===== src/rtl/mem_access_ctrl_pkg.sv =====
// Shared encodings for the memory-stage access controller.
package mem_access_ctrl_pkg;

  typedef enum logic [1:0] {
    IDLE = 2'd0,
    REQ  = 2'd1,
    WAIT = 2'd2,
    DONE = 2'd3
  } state_t;

  localparam logic [2:0] ALIGN_MASK = 3'b111;

  function automatic logic is_aligned(input logic [2:0] low_bits);
    return (low_bits & ALIGN_MASK) == 3'b000;
  endfunction

endpackage


===== src/rtl/mem_access_ctrl_timeout_ctr.sv =====
// WAIT-state cycle counter; tc flags the last allowed cycle before a bus error.
module mem_timeout_ctr #(
  parameter int TIMEOUT = 16
) (
  input  logic clk,
  input  logic reset,
  input  logic clr,
  input  logic en,
  output logic tc
);

  logic [7:0] cnt;

  always_ff @(posedge clk) begin
    if (reset || clr) begin
      cnt <= '0;
    end else if (en) begin
      cnt <= cnt + 8'd1;
    end
  end

  assign tc = en && (cnt == 8'(TIMEOUT - 1));

endmodule


===== src/rtl/mem_access_ctrl.sv =====
// Converts EX/MEM MemRead/MemWrite into a valid/ready memory transaction,
// stalling the pipeline until the response (or a timeout) completes the access.
module mem_access_ctrl
  import mem_access_ctrl_pkg::*;
#(
  parameter int DATA_W  = 64,
  parameter int ADDR_W  = 8,
  parameter int TIMEOUT = 16
) (
  input  logic              clk,
  input  logic              reset,
  input  logic              MemRead,
  input  logic              MemWrite,
  input  logic [DATA_W-1:0] address,
  input  logic [DATA_W-1:0] data_in,
  output logic [DATA_W-1:0] data_out,
  output logic              mem_stall,
  output logic              misaligned,
  output logic              bus_error,
  output logic              req_valid,
  input  logic              req_ready,
  output logic              req_we,
  output logic [ADDR_W-1:0] req_addr,
  output logic [DATA_W-1:0] req_wdata,
  input  logic              resp_valid,
  input  logic [DATA_W-1:0] resp_rdata
);

  state_t state_q, state_d;
  logic   err_q;
  logic   cnt_clr, cnt_en, cnt_tc;
  logic   acc, aligned;
  logic   unused_addr_bits;

  assign acc              = MemRead | MemWrite;
  assign aligned          = is_aligned(address[2:0]);
  assign unused_addr_bits = ^address[DATA_W-1:ADDR_W];

  mem_timeout_ctr #(
    .TIMEOUT(TIMEOUT)
  ) u_timeout (
    .clk  (clk),
    .reset(reset),
    .clr  (cnt_clr),
    .en   (cnt_en),
    .tc   (cnt_tc)
  );

  always_comb begin
    state_d    = state_q;
    mem_stall  = 1'b0;
    misaligned = 1'b0;
    cnt_clr    = 1'b0;
    cnt_en     = 1'b0;
    case (state_q)
      IDLE: begin
        if (acc && aligned) begin
          mem_stall = 1'b1;
          state_d   = REQ;
        end else if (acc) begin
          misaligned = 1'b1;
        end
      end
      REQ: begin
        mem_stall = 1'b1;
        if (req_ready) begin
          state_d = WAIT;
          cnt_clr = 1'b1;
        end
      end
      WAIT: begin
        mem_stall = 1'b1;
        cnt_en    = 1'b1;
        if (resp_valid || cnt_tc) state_d = DONE;
      end
      DONE: state_d = IDLE;
      default: state_d = IDLE;
    endcase
  end

  assign req_valid = (state_q == REQ);
  assign bus_error = (state_q == DONE) && err_q;

  always_ff @(posedge clk) begin
    if (reset) begin
      state_q   <= IDLE;
      err_q     <= 1'b0;
      data_out  <= '0;
      req_we    <= 1'b0;
      req_addr  <= '0;
      req_wdata <= '0;
    end else begin
      state_q <= state_d;
      case (state_q)
        IDLE: begin
          if (acc && aligned) begin
            req_we    <= MemWrite;
            req_addr  <= address[ADDR_W-1:0];
            req_wdata <= data_in;
            err_q     <= 1'b0;
          end else if (acc) begin
            data_out <= '0;
          end
        end
        WAIT: begin
          // A response on the terminal cycle still wins over the timeout.
          if (resp_valid) begin
            if (!req_we) data_out <= resp_rdata;
          end else if (cnt_tc) begin
            data_out <= '0;
            err_q    <= 1'b1;
          end
        end
        DONE: err_q <= 1'b0;
        default: ;
      endcase
    end
  end

endmodule

===== config.mk =====
export PLATFORM = sky130hd
export DESIGN_NAME = mem_access_ctrl
export DESIGN_NICKNAME = d
export VERILOG_FILES = /design/src/rtl/mem_access_ctrl_pkg.sv /design/src/rtl/mem_access_ctrl_timeout_ctr.sv /design/src/rtl/mem_access_ctrl.sv
export SDC_FILE = /design/constraint.sdc
export NUM_CORES = 1
export LEC_CHECK = 0
export BUFFER_PORTS_ARGS = -buffer_cell sky130_fd_sc_hd__buf_2
export CAP_MARGIN = 10
export CORE_ASPECT_RATIO = 0.7
export CORE_MARGIN = 8
export CORE_UTILIZATION = 43
export DETAILED_ROUTE_END_ITERATION = 10
export PLACE_DENSITY = 0.79
export RECOVER_POWER = 50
export SLEW_MARGIN = 20
export SYNTH_ARGS = -nofsm -noshare
export SYNTH_HDL_FRONTEND = slang
export SYNTH_SLANG_ARGS = --single-unit

===== constraint.sdc =====
create_clock -name clk -period 2.6 [get_ports clk]
set_clock_uncertainty 0.1 [all_clocks]
set_input_delay 0.26 -clock clk [delete_from_list [all_inputs] [get_ports clk]]
set_output_delay 0.26 -clock clk [all_outputs]
set_load 0.03 [all_outputs]

==> impl_metrics.py, run 1 <==
metrics = {
    "global_route": {
        "grtUsageTotal_pct": 21.9,
        "grt_pass1_wl_mm": 31.3,
        "grt_max_degree": 74,
        "globalRouteOverflowTotal": 0,
        "antenna_found_initial": 3,
        "grt_pass1_vias": 6245,
    },
    "yosys": {
        "synth_nets": 873,
        "synth-simple-area-share_pct": 23.0,
        "ys_seq_area_share_pct": 50.4,
        "yosysWarningCount": 0,
        "synth_fa_ha_area_share_pct": 1.70,
        "avgSynthCellArea_sq_um": 8.81,
        "synthesis.area_sq_um": 5880,
        "ys_top_cells_by_area": "dfxtp_1 50%, nand2_1 13%, mux2i_1 11%, nand2b_1 6.8%, a21oi_1 6.1%",
        "synth_top_area_share_pct": 50.4,
        "synth_top_family_by_area": "simple AND/OR/NAND/NOR gates",
        "synth_cells": 667,
        "ys_types": 32,
        "ys_seq_elements": 148,
        "muxShareOfSynthArea_pct": 11.1,
        "synth_compound_area_share_pct": 7.62,
        "synth_xor_area_share_pct": 1.04,
        "yosys.area.top_type": "dfxtp_1",
    },
    "pwr": {
        "p_per_area_nw_per_um2": 663,
        "total_leakage_power_uw": 0.00360,
        "peakVddDrop_uv": 452,
    },
    "drt": {
        "vias": 6035,
        "drc": 0,
        "drt.antenna.violating_nets": 0,
        "drtIter0Drc": 394,
        "via_per_inst": 4.79,
        "routedWlPerCell_microns": 16.0,
        "dr.pass1.iters": 5,
        "drt-total-wl_mm": 20.2,
    },
    "layout": {
        "fin_area_sq_um": 9090,
        "most-common-layout-cells": "205 x nand2_1, 148 x dfxtp_1, 144 x buf_2",
        "final_common_cell": "nand2_1",
        "final_layout_size_suffix_gt1_share_pct": 17.7,
        "area_growth_pct": 54.7,
        "nets": 1266,
    },
    "placement": {
        "place_congestion": 0.801,
        "dp.final_hpwl_mm": 12.1,
        "io_buffers": 282,
        "dpl_cell_area_sq_um": 7380,
    },
    "outcome": {
        "run_status": "finished clean",
    },
    "clock_network": {
        "cts_setup_buffers": 0,
        "cts_buffers": 17,
        "clockBufferDepth": 2,
        "cts-root-buf": "clkbuf_16",
        "cts_tree": "built",
        "path_clk_slew_ps": 60,
        "clock_sinks": 148,
        "clock_latency_ps": 410,
        "htreeDepth": 4,
    },
    "timing": {
        "hold_viol_final": 0,
        "final-setup-viol-count": 0,
        "slew_violations": 0,
        "rsz0062_at_grt": "no",
        "min_period_over_period_pct": 93.3,
        "fin_crit_ps": 2430,
        "fin_setup_tns_ps": 0,
        "clock.fmax_mhz": 412,
        "relSlewSlack_pct": 63.5,
        "tightest_slew_ps": 547,
    },
    "die": {
        "die_h_microns": 114,
        "dieArea_sq_um": 17700,
        "die_x_microns": 156,
        "rows": 35,
        "pin_count": 339,
        "initial_core_util_pct": 44.3,
        "coreArea_sq_um": 13300,
    },
    "critical_path": {
        "worst_ep_required_time_ps": 2240,
        "worstPathArrival_ps": 2070,
        "crit_type": "reg2out",
        "path_max_fanout": 18,
        "end_kind": "output pin",
        "startpoint_type": "flip-flop",
        "reg2regPathDepth": 5,
    },
    "min_path": {
        "hold_class": "in2reg",
        "hold_depth": 3,
    },
    "flow_run": {
        "cap_violations": 0,
    },
}
-- routing by layer --
metal	global-route usage (%)	share of wire (%)	vias to the layer above	routed length, microns
met2	38.6	50	242	10100
met1	22.4	38	2785	7690
met4	11.7	3.5	0	709
li1	-	-	2949	-
met5	0	0	-	0
met3	8.50	8.3	59	1690
-- worst max-delay path, cell delays in order, from the launching register on --
cell and delay, ps:
dfxtp_1 340, inv_1 160, ha_2 250, o21ai_0 130, or2_4 340, a21oi_1 200
buf_2 230
-- cell usage after synthesis --
library cell / number
dfxtp_1: 148
nor2_1: 13
mux2i_1: 65
o41ai_1: 1
a221o_1: 1
or3_1: 2
buf_6: 1
a21o_1: 1
o211a_1: 1
and3_1: 1
nand2b_1: 64
nand2_1: 205
and2_1: 1
nand3_1: 5
xnor2_1: 1
nor3b_1: 4
a31oi_1: 1
o21ai_0: 5
buf_2: 1
a311oi_1: 1
ha_1: 8
buf_12: 6
and4_1: 1
a21oi_1: 72
a2111o_1: 1
or2_2: 1
or4_4: 1
nand4_1: 2
inv_1: 7
nor3_1: 3
clkbuf_1: 37
xor2_1: 6
-- repair_timing --
action | CTS | global route
hold buffers | 128 | 0
resized for setup | 1 | 1
hold endpoints to repair | 128 | 0
endpoints found under the setup margin | 1 | 1
-- state kept, by name (all words and copies together) (netlist names) --
signal	cells
data_out	64
req_wdata	64
req_addr	8
u_timeout.cnt	8
state_q	2
err_q	1
req_we	1
-- layout make-up --
class | count | area [sq um]
multi-input cells | 467 | 2630
diodes | 3 | 7.51
well taps | 185 | 231
clock buffers | 18 | 439
flip-flops and latches | 148 | 2960
repair buffers | 419 | 2640
inverters | 7 | 26.3
fillers | 1064 | 4180
clock inverters | 14 | 158
-- path summary, 6_finish.rpt --
check | from | slack, ps | endpoint
min reg2reg | req_wdata[44] | 350 | req_wdata[44]
max | state_q[1] | 170 | mem_stall
max reg2reg | u_timeout.cnt[7] | 260 | data_out[10]
min | data_in[1] | 10 | req_wdata[1]
-- power by group --
group / internal [uW] / total [uW] / switching, uW
Clock: 1390 / 2450 / 1060
Sequential: 2330 / 2370 / 40.9
Combinational: 539 / 1210 / 669
Total: 4260 / 6030 / 1760
-- per-stage QoR --
| step | setup WS (ps) | hold slack (ps) | std cells | total power (uW) | utilization (%) |
|---|---|---|---|---|---|
| after floorplan | 285 | 296 | 667 | 3300 | - |
| after global placement | 322 | 338 | 1098 | 3460 | 55.6 |
| after detailed placement | 249 | 343 | 1098 | 3470 | 55.6 |
| after CTS | 105 | 0.875 | 1258 | 6080 | 69.8 |
| after global routing | 54.9 | 7.58 | 1261 | 6260 | 68.5 |
| final | 174 | 12.3 | 1261 | 6030 | 68.5 |
-- cells by family after synthesis --
logic type               Yosys count
flip-flops                       148
multiplexers                      65
AO/OA/AOI/OAI                     84
adder cells (fa/ha/maj)            8
AND/OR/NAND/NOR                  303
XOR/XNOR                           7
buffers and inverters             52
Note: power is estimated with default switching activity, not from simulation.
==> run 2, diff against run 1 <==
==> constraint.sdc (replaced) <==
create_clock -name clk -period 2.88 [get_ports clk]
set_clock_uncertainty 0.1 [all_clocks]
set_input_delay 0.288 -clock clk [delete_from_list [all_inputs] [get_ports clk]]
set_output_delay 0.288 -clock clk [all_outputs]
set_load 0.1 [all_outputs]
==> run 2 against run 1 <==
Clock-buffer cell count is the same. Worst setup slack gained 150 ps. Die area is the same. First-iteration DRC count is 16% lower. Critical path depth is the same. Cell area shrank 11%. Non-clock buffer count fell by 95. Combinational power increased by 9%. Worst hold slack improved by 10 ps. Clock power shrank 17%. Highest routed layer is now met5.
==> impl_metrics.py, run 2 (synthesis gave the netlist of run 1 again) <==
metrics = {
    "placement": {
        "dp.final_hpwl_mm": 12.2,
        "io_buffers": 282,
        "dpl_cell_area_sq_um": 7370,
        "place_congestion": 0.834,
    },
    "clock_network": {
        "cts_buffers": 17,
        "clock_sinks": 148,
        "cts-root-buf": "clkbuf_16",
        "cts_tree": "built",
        "htreeDepth": 4,
        "hold_buffers": 35,
        "cts_resized": 0,
        "clock_latency_ps": 400,
        "cts_setup_buffers": 0,
        "path_clk_slew_ps": 70,
        "clockBufferDepth": 2,
    },
    "layout": {
        "multi_input_area_sq_um": 2630,
        "fillers": 1209,
        "nets": 1171,
        "seq_area_sq_um": 2960,
        "area_growth_pct": 37.7,
        "diodes": 0,
        "most-common-layout-cells": "205 x nand2_1, 148 x dfxtp_1, 143 x buf_2",
        "final_layout_size_suffix_gt1_share_pct": 19.2,
        "reg_top3": "data_out x64, req_wdata x64",
        "final_common_cell": "nand2_1",
        "fin_area_sq_um": 8090,
    },
    "critical_path": {
        "end_kind": "output pin",
        "slowest_stage": "or2_2",
        "crit_chain": "inv_1, ha_1, o21ai_0, or2_2, a21oi_2, buf_12",
        "crit_type": "reg2out",
        "path_max_fanout": 6,
        "worst_ep_required_time_ps": 2490,
        "max_stage_delay_ps": 390,
        "worstPathArrival_ps": 2170,
        "startpoint_type": "flip-flop",
    },
    "die": {
        "rows": 35,
        "dieArea_sq_um": 17700,
        "coreArea_sq_um": 13300,
        "die_h_microns": 114,
        "initial_core_util_pct": 44.3,
        "pin_count": 339,
        "die_x_microns": 156,
    },
    "global_route": {
        "grt_pass1_vias": 5352,
        "grt_pass1_wl_mm": 27.1,
        "grt_max_degree": 71,
        "antenna_found_initial": 1,
        "grtUsageTotal_pct": 18.8,
        "globalRouteOverflowTotal": 0,
    },
    "drt": {
        "dr.pass1.iters": 5,
        "drt.antenna.violating_nets": 0,
        "routedWlPerCell_microns": 14.8,
        "drt-total-wl_mm": 17.3,
        "drc": 0,
        "vias": 5419,
        "via_per_inst": 4.66,
        "drtIter0Drc": 332,
    },
    "timing": {
        "slew_violations": 0,
        "rsz0062_at_grt": "no",
        "tightest_slew_ps": 1270,
        "hold_viol_final": 0,
        "fin_setup_tns_ps": 0,
        "min_period_over_period_pct": 88.7,
        "clock.fmax_mhz": 392,
        "final-setup-viol-count": 0,
        "fin_crit_ps": 2550,
        "relSlewSlack_pct": 15.9,
    },
    "min_path": {
        "hold_class": "in2reg",
    },
    "pwr": {
        "p_per_area_nw_per_um2": 679,
        "peakVddDrop_uv": 412,
        "total_leakage_power_uw": 0.00318,
    },
    "flow_run": {
        "cap_violations": 0,
    },
    "outcome": {
        "run_status": "finished clean",
    },
}
[run 2: path summary, 6_finish.rpt]
check,startpoint,endpoint,slack (ps),depth (start not counted)
setup reg to reg,u_timeout.cnt[7],data_out[48],490,5
setup / recovery,state_q[1],mem_stall,330,6
hold reg to reg,req_wdata[16],req_wdata[16],350,2
hold / removal,data_in[23],req_wdata[23],20,3
[run 2: metal layers]
layer	track usage [%]	wire [microns]	up-vias
li1	-	-	2774
met1	21.8	7300	2434
met2	31.7	8380	183
met3	6.91	1280	26
met4	5.99	292	2
met5	0	8	-
[run 2: final cells by class]
type / instances / area share, %
tap: 185 / 2.86
clock inverter: 14 / 1.47
sequential: 148 / 36.6
timing repair buffer: 324 / 21.0
inverter: 7 / 0.325
multi-input combinational: 467 / 32.5
clock buffer: 18 / 5.30
[run 2: stage by stage]
| stage | total power [uW] | util, % | std cells | setup slack (ps) | hold slack (ps) |
|---|---|---|---|---|---|
| after global placement | 3470 | 55.5 | 1096 | 568 | 338 |
| after CTS | 5570 | 62.3 | 1163 | 312 | 0.0289 |
| after detailed placement | 3480 | 55.5 | 1096 | 556 | 343 |
| after global routing | 5720 | 61.0 | 1163 | 172 | 1.28 |
| after floorplan | 3330 | - | 667 | 173 | 324 |
| final | 5490 | 61.0 | 1163 | 327 | 22.2 |
[run 2: critical path: cells and delay by family, from the launching register on]
kind / cells / cell delay [ps]
AOI/OAI and AO/OA: 2 / 430
adders and majority gates: 1 / 260
buffers and inverters: 2 / 330
DFF: 1 / 340
and+or+nand+nor: 1 / 390
[run 2: power breakdown]
| group | internal, uW | switching [uW] |
|---|---|---|
| logic | 409 | 911 |
| clock network | 1130 | 903 |
| registers | 2100 | 35.6 |
| total | 3640 | 1850 |
==> run 3, diff against run 2 <==
--- a/config.mk
+++ b/config.mk
@@ -10,6 +10,7 @@
 export CORE_ASPECT_RATIO = 0.7
 export CORE_MARGIN = 8
 export CORE_UTILIZATION = 43
+export CTS_BUF_LIST = sky130_fd_sc_hd__clkbuf_16
 export DETAILED_ROUTE_END_ITERATION = 10
 export PLACE_DENSITY = 0.79
 export RECOVER_POWER = 50
==> constraint.sdc (replaced) <==
create_clock -name clk -period 2.88 [get_ports clk]
set_clock_uncertainty 0.1 [all_clocks]
set_input_delay 0.576 -clock clk [delete_from_list [all_inputs] [get_ports clk]]
set_output_delay 0.576 -clock clk [all_outputs]
set_load 0.1 [all_outputs]
==> run 3 against run 2 <==
Cell area shrank 4.0%. Total power grew 1.2%. Clock-buffer cell count shrank 1. Worst hold slack gained 280 ps. First-iteration DRC count grew 8.4%. Die area is the same. Register-to-register slack lost 130 ps. Combinational power is essentially flat. Largest cell class unchanged. Largest power group unchanged. Highest routed layer is now met4.
==> impl_metrics.py, run 3 (synthesis gave the netlist of run 1 again) <==
metrics = {
    "clock_network": {
        "clock_sinks": 148,
        "cts_tree": "built",
        "htreeDepth": 4,
        "cts_setup_buffers": 0,
        "cts-root-buf": "clkbuf_16",
        "path_clk_slew_ps": 70,
        "clock_latency_ps": 400,
        "hold_buffers": 0,
        "cts_buffers": 17,
        "clockBufferDepth": 2,
    },
    "placement": {
        "dp.final_hpwl_mm": 12.2,
        "dpl_cell_area_sq_um": 7380,
        "place_congestion": 0.796,
        "io_buffers": 282,
        "dp_cells": 1095,
    },
    "global_route": {
        "globalRouteOverflowTotal": 0,
        "grt_max_degree": 86,
        "antenna_found_initial": 0,
        "grtUsageTotal_pct": 18.2,
        "grt_pass1_vias": 5095,
        "grt_pass1_wl_mm": 26.0,
    },
    "pwr": {
        "peakVddDrop_uv": 446,
        "p_per_area_nw_per_um2": 715,
        "total_leakage_power_uw": 0.00307,
    },
    "drt": {
        "vias": 5280,
        "drtIter0Drc": 360,
        "dr.pass1.iters": 4,
        "drt-total-wl_mm": 16.8,
        "via_per_inst": 4.69,
        "drt.antenna.violating_nets": 0,
        "routedWlPerCell_microns": 14.9,
        "drc": 0,
    },
    "die": {
        "die_h_microns": 114,
        "coreArea_sq_um": 13300,
        "initial_core_util_pct": 44.3,
        "pin_count": 339,
        "die_x_microns": 156,
        "rows": 35,
        "dieArea_sq_um": 17700,
    },
    "layout": {
        "most-common-layout-cells": "205 x nand2_1, 150 x buf_2, 148 x dfxtp_1",
        "final_common_cell": "nand2_1",
        "multi_input_area_sq_um": 2640,
        "final_layout_size_suffix_gt1_share_pct": 20.6,
        "nets": 1135,
        "final-instance-count-excl-fill": 1127,
        "final_util_pct": 58.6,
        "fin_area_sq_um": 7770,
        "area_growth_pct": 32.3,
        "seq_area_sq_um": 2960,
        "reg_top3": "data_out x64, req_wdata x64",
        "diodes": 0,
        "fillers": 1273,
    },
    "critical_path": {
        "worst_ep_required_time_ps": 2200,
        "timing.rr.end": "req_wdata[36]",
        "max_stage_delay_ps": 350,
        "path_max_fanout": 6,
        "worstPathArrival_ps": 2010,
        "crit_type": "reg2out",
        "cp-startpoint": "state_q[1]",
        "worstSetupEndpoint": "mem_stall",
        "startpoint_type": "flip-flop",
        "reg2reg_slack_ps": 360,
        "end_kind": "output pin",
        "r2r-start": "state_q[1]",
        "reg2regPathDepth": 7,
        "slowest_stage": "or2_2",
        "crit_chain": "inv_1, ha_2, o21ai_1, or2_2, a21oi_4, buf_12",
    },
    "timing": {
        "slew_violations": 0,
        "min_period_over_period_pct": 93.3,
        "hold_viol_final": 0,
        "fin_setup_tns_ps": 0,
        "tightest_slew_ps": 1300,
        "clock.fmax_mhz": 372,
        "fin_crit_ps": 2690,
        "final-setup-viol-count": 0,
        "relSlewSlack_pct": 13.4,
        "rsz0062_at_grt": "no",
    },
    "min_path": {
        "hold_class": "in2reg",
    },
    "outcome": {
        "run_status": "finished clean",
    },
    "flow_run": {
        "cap_violations": 0,
    },
}
[run 3: metal layers]
layer / global-route usage, % / part of all wire, % / up-vias
li1: - / - / 2690
met1: 20.3 / 41 / 2421
met2: 30.3 / 49 / 153
met3: 8.61 / 8.7 / 16
met4: 5.28 / 1.1 / 0
met5: 0 / 0 / -
[run 3: worst min path at each step]
stage / startpoint / endpoint / cells past startpoint
global placement: req_wdata[14] / req_wdata[14] / 2
detailed placement: req_wdata[38] / req_wdata[38] / 2
global route: data_in[22] / req_wdata[22] / 3
CTS: data_in[24] / req_wdata[24] / 3
floorplan: u_timeout.cnt[7] / u_timeout.cnt[7] / 2
finish: data_in[9] / req_wdata[9] / 3
[run 3: power breakdown]
group,switching [uW],leakage (uW),internal (uW),total (uW)
Clock,911,0.000278,1220,2130
Sequential,35.7,0.00120,2100,2140
Combinational,906,0.00160,383,1290
Total,1850,0.00307,3700,5560
[run 3: critical path: cells and delay by family, from the launching register on]
kind / cells / cell delay (ps)
buffers and inverters: 2 / 350
DFF: 1 / 340
AOI/OAI and AO/OA: 2 / 320
adders and majority gates: 1 / 250
and+or+nand+nor: 1 / 350
[run 3: per-stage QoR]
stage / hold slack [ps] / setup WS (ps) / total power, uW
floorplan: 380 / 14.5 / 3330
global placement: 338 / 325 / 3490
detailed placement: 343 / 316 / 3490
CTS: 280 / 35.1 / 5640
global route: 274 / 44.3 / 5790
finish: 299 / 194 / 5560
[run 3: final cells by class]
| cell class | count | share of cell area, % |
|---|---|---|
| clock buffer | 17 | 5.47 |
| clock inverter | 15 | 1.87 |
| inverter | 7 | 0.338 |
| multi-input combinational | 467 | 33.9 |
| sequential | 148 | 38.1 |
| tap | 185 | 2.98 |
| timing repair buffer | 288 | 17.3 |
[run 3: what timing repair did]
action	4_1_cts	5_1_grt
setup endpoints to repair	0	1
hold endpoints to repair	0	0
gates resized for setup	0	2
